File: src/rtl/alu_pkg.sv
// Shared definitions for the bit-serial ALU sequencer and its 1-bit slice.
// Contents:
//   OP_*     : 2-bit function-select encodings {S1,S0}
//   state_t  : sequencer FSM states (IDLE, RUN, DONE)
package alu_pkg;

  localparam logic [1:0] OP_CONST = 2'b00;
  localparam logic [1:0] OP_AND   = 2'b01;
  localparam logic [1:0] OP_NOTX  = 2'b10;
  localparam logic [1:0] OP_OR    = 2'b11;

  typedef enum logic [1:0] {
    ST_IDLE = 2'b00,
    ST_RUN  = 2'b01,
    ST_DONE = 2'b10
  } state_t;

endpackage

File: src/rtl/alu_bit_slice.sv
// Combinational 1-bit, four-output ALU slice.
// Ports:
//   op      in  2  function select {S1,S0}
//   a, b    in  1  operand bits
//   f1..f4  out 1  slice results for the selected function
module alu_bit_slice
  import alu_pkg::*;
(
  input  logic [1:0] op,
  input  logic       a,
  input  logic       b,
  output logic       f1,
  output logic       f2,
  output logic       f3,
  output logic       f4
);

  // Four-output function table selected by op.
  always_comb begin
    f1 = 1'b0;
    f2 = 1'b0;
    f3 = 1'b0;
    f4 = 1'b0;
    case (op)
      OP_CONST: begin
        f1 = 1'b0;
        f2 = 1'b1;
        f3 = a;
        f4 = b;
      end
      OP_AND: begin
        f1 = a & b;
        f2 = a & ~b;
        f3 = ~a & b;
        f4 = ~a & ~b;
      end
      OP_NOTX: begin
        f1 = ~a;
        f2 = ~b;
        f3 = a ^ b;
        f4 = ~(a ^ b);
      end
      OP_OR: begin
        f1 = a | b;
        f2 = a | ~b;
        f3 = ~a | b;
        f4 = ~a | ~b;
      end
      default: begin
        f1 = 1'b0;
        f2 = 1'b0;
        f3 = 1'b0;
        f4 = 1'b0;
      end
    endcase
  end

endmodule

File: src/rtl/alu_serial_sequencer.sv
// Bit-serial sequencer: accepts (A, B, op) on a valid/ready request port,
// pushes the operands LSB-first through one alu_bit_slice, one bit per clock,
// and presents the assembled WIDTH-bit words F1..F4 on a valid/ready
// response port.
// Ports:
//   clk, rst_n            clock, synchronous active-low reset
//   req_valid/req_ready   request handshake; req_a, req_b, req_op payload
//   rsp_valid/rsp_ready   response handshake; rsp_f1..rsp_f4 payload
//   busy                  high while a request is in RUN or DONE
module alu_serial_sequencer
  import alu_pkg::*;
#(
  parameter int WIDTH = 8
) (
  input  logic             clk,
  input  logic             rst_n,
  input  logic             req_valid,
  output logic             req_ready,
  input  logic [WIDTH-1:0] req_a,
  input  logic [WIDTH-1:0] req_b,
  input  logic [1:0]       req_op,
  output logic             rsp_valid,
  input  logic             rsp_ready,
  output logic [WIDTH-1:0] rsp_f1,
  output logic [WIDTH-1:0] rsp_f2,
  output logic [WIDTH-1:0] rsp_f3,
  output logic [WIDTH-1:0] rsp_f4,
  output logic             busy
);

  localparam int            CW       = (WIDTH > 1) ? $clog2(WIDTH) : 1;
  localparam logic [CW-1:0] LAST_CNT = CW'(WIDTH - 1);

  state_t           state_r;
  state_t           state_nxt_s;
  logic [CW-1:0]    cnt_r;
  logic [WIDTH-1:0] a_sh_r;
  logic [WIDTH-1:0] b_sh_r;
  logic [1:0]       op_r;
  logic             f1_s;
  logic             f2_s;
  logic             f3_s;
  logic             f4_s;

  // Insert a new bit at the MSB and drop the LSB; written as a slice of
  // the widened word so WIDTH=1 needs no special case.
  function automatic logic [WIDTH-1:0] shift_in(input logic [WIDTH-1:0] cur,
                                                input logic             msb);
    logic [WIDTH:0] tmp;
    tmp = {msb, cur};
    return tmp[WIDTH:1];
  endfunction

  alu_bit_slice u_slice (
    .op (op_r),
    .a  (a_sh_r[0]),
    .b  (b_sh_r[0]),
    .f1 (f1_s),
    .f2 (f2_s),
    .f3 (f3_s),
    .f4 (f4_s)
  );

  // FSM next-state decode.
  always_comb begin
    state_nxt_s = state_r;
    case (state_r)
      ST_IDLE: begin
        if (req_valid) state_nxt_s = ST_RUN;
        else           state_nxt_s = ST_IDLE;
      end
      ST_RUN: begin
        if (cnt_r == LAST_CNT) state_nxt_s = ST_DONE;
        else                   state_nxt_s = ST_RUN;
      end
      ST_DONE: begin
        if (rsp_ready) state_nxt_s = ST_IDLE;
        else           state_nxt_s = ST_DONE;
      end
      default: state_nxt_s = ST_IDLE;
    endcase
  end

  // FSM state register.
  always_ff @(posedge clk) begin
    if (!rst_n) state_r <= ST_IDLE;
    else        state_r <= state_nxt_s;
  end

  // Handshake/status outputs, registered from the next state so they
  // always match the state register without any input-to-output path.
  always_ff @(posedge clk) begin
    if (!rst_n) begin
      req_ready <= 1'b1;
      rsp_valid <= 1'b0;
      busy      <= 1'b0;
    end else begin
      req_ready <= (state_nxt_s == ST_IDLE);
      rsp_valid <= (state_nxt_s == ST_DONE);
      busy      <= (state_nxt_s != ST_IDLE);
    end
  end

  // Operand capture, serial stepping and result assembly. Results are
  // touched only in RUN, so they hold their value through IDLE and DONE.
  always_ff @(posedge clk) begin
    if (!rst_n) begin
      cnt_r  <= {CW{1'b0}};
      a_sh_r <= {WIDTH{1'b0}};
      b_sh_r <= {WIDTH{1'b0}};
      op_r   <= 2'b00;
      rsp_f1 <= {WIDTH{1'b0}};
      rsp_f2 <= {WIDTH{1'b0}};
      rsp_f3 <= {WIDTH{1'b0}};
      rsp_f4 <= {WIDTH{1'b0}};
    end else begin
      case (state_r)
        ST_IDLE: begin
          if (req_valid) begin
            a_sh_r <= req_a;
            b_sh_r <= req_b;
            op_r   <= req_op;
            cnt_r  <= {CW{1'b0}};
          end else begin
            cnt_r  <= cnt_r;
          end
        end
        ST_RUN: begin
          rsp_f1 <= shift_in(rsp_f1, f1_s);
          rsp_f2 <= shift_in(rsp_f2, f2_s);
          rsp_f3 <= shift_in(rsp_f3, f3_s);
          rsp_f4 <= shift_in(rsp_f4, f4_s);
          a_sh_r <= a_sh_r >> 1;
          b_sh_r <= b_sh_r >> 1;
          // Saturate at the last index so the counter never wraps.
          if (cnt_r != LAST_CNT) cnt_r <= cnt_r + CW'(1);
          else                   cnt_r <= cnt_r;
        end
        default: begin
          cnt_r <= cnt_r;
        end
      endcase
    end
  end

endmodule

File: config.mk
export PLATFORM = sky130hd
export DESIGN_NAME = alu_serial_sequencer
export DESIGN_NICKNAME = d
export VERILOG_FILES = /design/src/rtl/alu_pkg.sv /design/src/rtl/alu_bit_slice.sv /design/src/rtl/alu_serial_sequencer.sv
export SDC_FILE = /design/constraint.sdc
export NUM_CORES = 1
export LEC_CHECK = 0
export ABC_AREA = 1
export CELL_PAD_IN_SITES_DETAIL_PLACEMENT = 1
export CELL_PAD_IN_SITES_GLOBAL_PLACEMENT = 2
export CORE_AREA = 2 2 94 96
export DETAILED_ROUTE_END_ITERATION = 16
export DIE_AREA = 0 0 96 98
export HOLD_SLACK_MARGIN = 0.03
export MAX_ROUTING_LAYER = met4
export PLACE_DENSITY = 0.9
export SLEW_MARGIN = 20
export SYNTH_ARGS = -nofsm -noshare
export SYNTH_HDL_FRONTEND = slang
export SYNTH_SLANG_ARGS = --single-unit
export TNS_END_PERCENT = 50
File: constraint.sdc
create_clock -name clk -period 3.55 [get_ports clk]
set_input_delay 0.5325 -clock clk [delete_from_list [all_inputs] [get_ports clk]]
set_output_delay 0.5325 -clock clk [all_outputs]
set_load 0.005 [all_outputs]
* Word level (Yosys, flattened, before mapping)
Index checks and enable logic that the tools add are counted.
W data, S select, Z words.
** Operators by class
- $add $sub $neg :: 1
- Mux-type cells :: 15
- Bitwise logic cells :: 12
- Equal/unequal tests :: 10
- Reduce and logical (&&, ||, !) cells :: 8
** Operators by type and width (count)
- $pmux W8 S2 :: 2
- $mux W8 :: 2
- $pmux W1 S4 :: 4
- $eq A2 B2 Y1 const B :: 4
- $logic_not A2 Y1 :: 3
- $mux W3 :: 2
- $pmux W2 S3 :: 1
- $pmux W3 S2 :: 1
- $and A1 B1 Y1 :: 4
- $eq A2 B1 Y1 const B :: 2
- $mux W2 :: 2
- $ne A2 B2 Y1 const B :: 2
- $or A1 B1 Y1 :: 4
- $reduce_and A2 Y1 :: 2
- $reduce_bool A2 Y1 :: 2
- $add A3 B1 Y3 const B :: 1
- $eq A3 B3 Y1 const B :: 1
- $ne A3 B3 Y1 const B :: 1
- $not A1 Y1 :: 3
- $reduce_and A3 Y1 :: 1
- $mux W1 :: 1
- $xor A1 B1 Y1 :: 1
** Word-level totals
- Output and inout bits :: 35
- Logic and storage cells :: 58
- Register bits after elaboration :: 58

* Longest topological paths before layout
- Word-level depth :: 4
- Depth in mapped cells :: 8
- Depth with buffers taken out :: 8

* Modules after synthesis
From an unflattened synthesis, not the netlist that was laid out.
** Second synthesis, totals
- Cell total of the unflattened synthesis :: 372
- Area total of the unflattened synthesis :: 2558.7 sq um
** By module, submodules not included
- alu_serial_sequencer :: times used 1, sequential area each 1161.1 sq um, cells an instance 342, area an instance 2359.8 sq um
- alu_bit_slice :: times used 1, sequential area each 0.0 sq um, cells an instance 30, area an instance 198.9 sq um

* Least setup slack after synthesis
No wires, ideal clock.
- Path kind :: input to register
- Start point :: in req_valid
- End point :: reg a_sh_r[1]
- Buffers on the path :: 1
- Library setup time :: 0.116 ns
- Cell stages on the path :: 6
- Slack :: 2.334 ns
- Data arrival time :: 1.100 ns
- Cell sequence :: nand3_2 > nand2_2 > inv_2 > buf_4 > nor2_1 > nor2_1
** Between the ends
- Longest elaborated chain between the ends :: 2
** RTL lines
- from (decl) :: RTL line alu_serial_sequencer.sv:17 : input logic req_valid,
- $ne A2 B2 Y1 (no line)
- $reduce_and A2 Y1 (no line)
- to (signal assigned) :: RTL line alu_serial_sequencer.sv:109 : a_sh_r <= {WIDTH{1'b0}};
- to (signal assigned) :: RTL line alu_serial_sequencer.sv:120 : a_sh_r <= req_a;
- to (signal assigned) :: RTL line alu_serial_sequencer.sv:133 : a_sh_r <= a_sh_r >> 1;
- to (decl) :: RTL line alu_serial_sequencer.sv:37 : logic [WIDTH-1:0] a_sh_r;
No other way between the ends.
A chain may end at the register's enable or synchronous reset.

==> results.txt <==
worst-skew pair later-pin latency: 0.33 ns
reg-to-reg endpoint: a_sh_r[7]$_SDFFE_PN0P_
IO Count: 57
period utilization: 0.5045
Max Used Layer: met4
WL met1: 2752 µm
Yosys warnings: 0
Site Rows: 34
P&R area growth vs syn: 35.15%
met2 wire len: 2762 µm
ys flop type: dfxtp_1
Netlist cell types: 20
Power Density: 538.3 nW/µm²
Post-Syn Instances: 328
clock network fraction of total power: 0.418
number of flops mapped to enable cells by yosys: 0
top cell type by total area after synthesis: dfxtp_1
type of origin of the critical path: input pin
Synth top cells by count: 93 x nor2_1, 60 x nand2_1, 58 x dfxtp_1
Total Routing Usage GR: 0.1391
final WL: 5831 µm
syn avg cell area: 7.271 µm²
die width: 96 µm
Slew Viols, Final: 0
Worst R2R Start: state_r[1]$_SDFF_PN0_
vias per cell: 4.434
Clock Tree Buf Depth: 2
RSZ-0062 raised after global routing: false
crit path DAT: 2.01 ns
routed via count: 2,177
Leakage: 1.325 nW
DRC viols: 0
GRT Residual Overflow: 0
R2R setup slack: 1.78 ns
sequential area share after synthesis: 0.4869
number of global-route vias before repair: 2,173
Synth top area share: 0.4869
critical path required time: 3.77 ns
Worst Skew: 0.007330 ns
CTS sink cnt: 58
maxcap violations: 0
overall power: 1.735 mW
Reg power frac: 0.430
Chip Height: 98 µm
crit path to: req_ready$_SDFF_PN1_
status: finished clean
hold-fix buffer count after cts: 0
ANT cells: 0
Post-Syn Area: 2385 µm²
Final min period: 1.791 ns
setup slack after layout: 1.759 ns
Final GP Congestion: 0.7339
wire per inst: 11.88 µm
first-pass GRT wire length: 10,110 µm
core area: 8466 µm²
critical path class: input pin to flop
largest net degree at the start of global routing: 50
sw frac: 0.2518
share of layout cells above drive strength 1: 0.07311
initial DRC count: 58
initial antenna violation count: 0
Hold Fails Final Rpt: 0
remaining antenna violation count after routing: 0
WL met3: 212 µm
post_cts resized: 0
Mapped Nets: 356
Setup TNS Final: 0 ns
die area: 9408 µm²
CTS HTree Levels: 3
Pre-Repair DR Iteration Count: 4
CP max FO: 19
Switch Pwr: 436.9 µW
Comb pwr share: 0.152
Nets: 406
Setup WS pre-CTS: 1.401 ns
CP Launch Point: rst_n
Final setup viols: 0
Initial Util: 0.2817
Critical Path Sink Type: flop
post-detail-place hpwl: 4032 µm
R2R cell count: 7
post-synthesis register bit count: 58
Max VDD drop: 0.1816 mV
setup repair bufs after CTS: 0
CTS clock-pin slew for the worst setup and hold paths: 0.06 ns
port bufs: 56
Slew headroom: 0.4696
most common cell in the netlist: nor2_1
Worst Tran Pin Value: 0.7945 ns
CTS root buf: clkbuf_8
Async SR Flop Fraction: 0
Internal: 1.298 mW
TritonCTS buffer count: 9
fmax: 558.4 MHz
type of the tightest min-delay check: flop to flop
synth top area cells: dfxtp_1 49%, nor2_1 15%, o21ai_0 10%
CTS tree: built
==> cells in the final DEF (no fill, tap or decap), types with 3 or more instances in the layout <==
cell type,Yosys,routed
a21oi_1,11,11
inv_1,9,9
inv_2,4,4
nand3_1,9,9
bufinv_16,0,3
o21ai_0,48,48
clkdlybuf4s50_1,0,56
nor2_1,93,93
clkinv_2,0,3
clkbuf_8,0,9
dfxtp_1,58,58
ha_1,6,6
nand2_1,60,60
==> cells by family after synthesis <==
logic type / synth area share
simple gates: 0.2807
fa+ha+maj: 0.03148
buf+inv: 0.06453
flops: 0.4869
compound gates: 0.1364
==> through the flow <==
step | utilization | cell area (µm²) | std cells | hold slack [ns]
CTS | 0.3807 | 3223 | 491 | 0.4740
global route | 0.3807 | 3223 | 491 | 0.5064
floorplan | - | 2385 | 328 | 0.4321
detailed placement | 0.3532 | 2990 | 475 | 0.4652
finish | 0.3807 | 3223 | 491 | 0.4745
global placement | 0.3532 | 2990 | 475 | 0.4502
==> cell type report <==
class,instances,area (µm²)
inverters,13,48.80
clock inverters,6,105.1
repair buffers,58,575.6
fillers,1067,5243
well taps,108,135.1
clock buffers,10,127.6
multi-input cells,238,1070
flip-flops and latches,58,1161
==> how the worst min path moves through the flow <==
stage	end	slack, ns	cells past startpoint	start
floorplan	cnt_r[0]$_SDFFE_PN0P_	0.43	1	cnt_r[0]$_SDFFE_PN0P_
global placement	cnt_r[1]$_SDFFE_PN0P_	0.45	2	cnt_r[1]$_SDFFE_PN0P_
detailed placement	cnt_r[1]$_SDFFE_PN0P_	0.47	2	cnt_r[1]$_SDFFE_PN0P_
CTS	cnt_r[1]$_SDFFE_PN0P_	0.47	2	cnt_r[1]$_SDFFE_PN0P_
global route	cnt_r[0]$_SDFFE_PN0P_	0.51	1	cnt_r[0]$_SDFFE_PN0P_
finish	cnt_r[2]$_SDFFE_PN0P_	0.47	2	cnt_r[2]$_SDFFE_PN0P_
==> routing by layer <==
metal / GRT usage / vias to the layer above
met1: 0.1751 / 991
met3: 0.03009 / 9
li1: - / 1138
met2: 0.2131 / 39
met4: 0.05934 / 0
met5: - / -
==> power groups by stage <==
stage,registers (mW),logic [mW],clock network [mW]
2_1_floorplan,0.751,0.157,0
3_3_place_gp,0.760,0.261,0
3_5_place_dp,0.762,0.268,0
4_1_cts,0.747,0.269,0.745
5_1_grt,0.754,0.305,0.778
6_report,0.746,0.263,0.726
==> registers in the layout, summed over array words and instances, names as in the netlist <==
| name | flops |
|---|---|
| rsp_f4 | 8 |
| rsp_valid | 1 |
| b_sh_r | 8 |
| state_r | 2 |
| op_r | 2 |
| req_ready | 1 |
| rsp_f1 | 8 |
| rsp_f3 | 8 |
| cnt_r | 3 |
| a_sh_r | 8 |
| rsp_f2 | 8 |
| busy | 1 |
==> critical path, cell delays in order <==
cell             delay (ns)
clkdlybuf4s50_1        0.87
inv_1                  0.34
nor2_1                 0.21
nor2_1                 0.06
(Power assumes the default switching activity.)
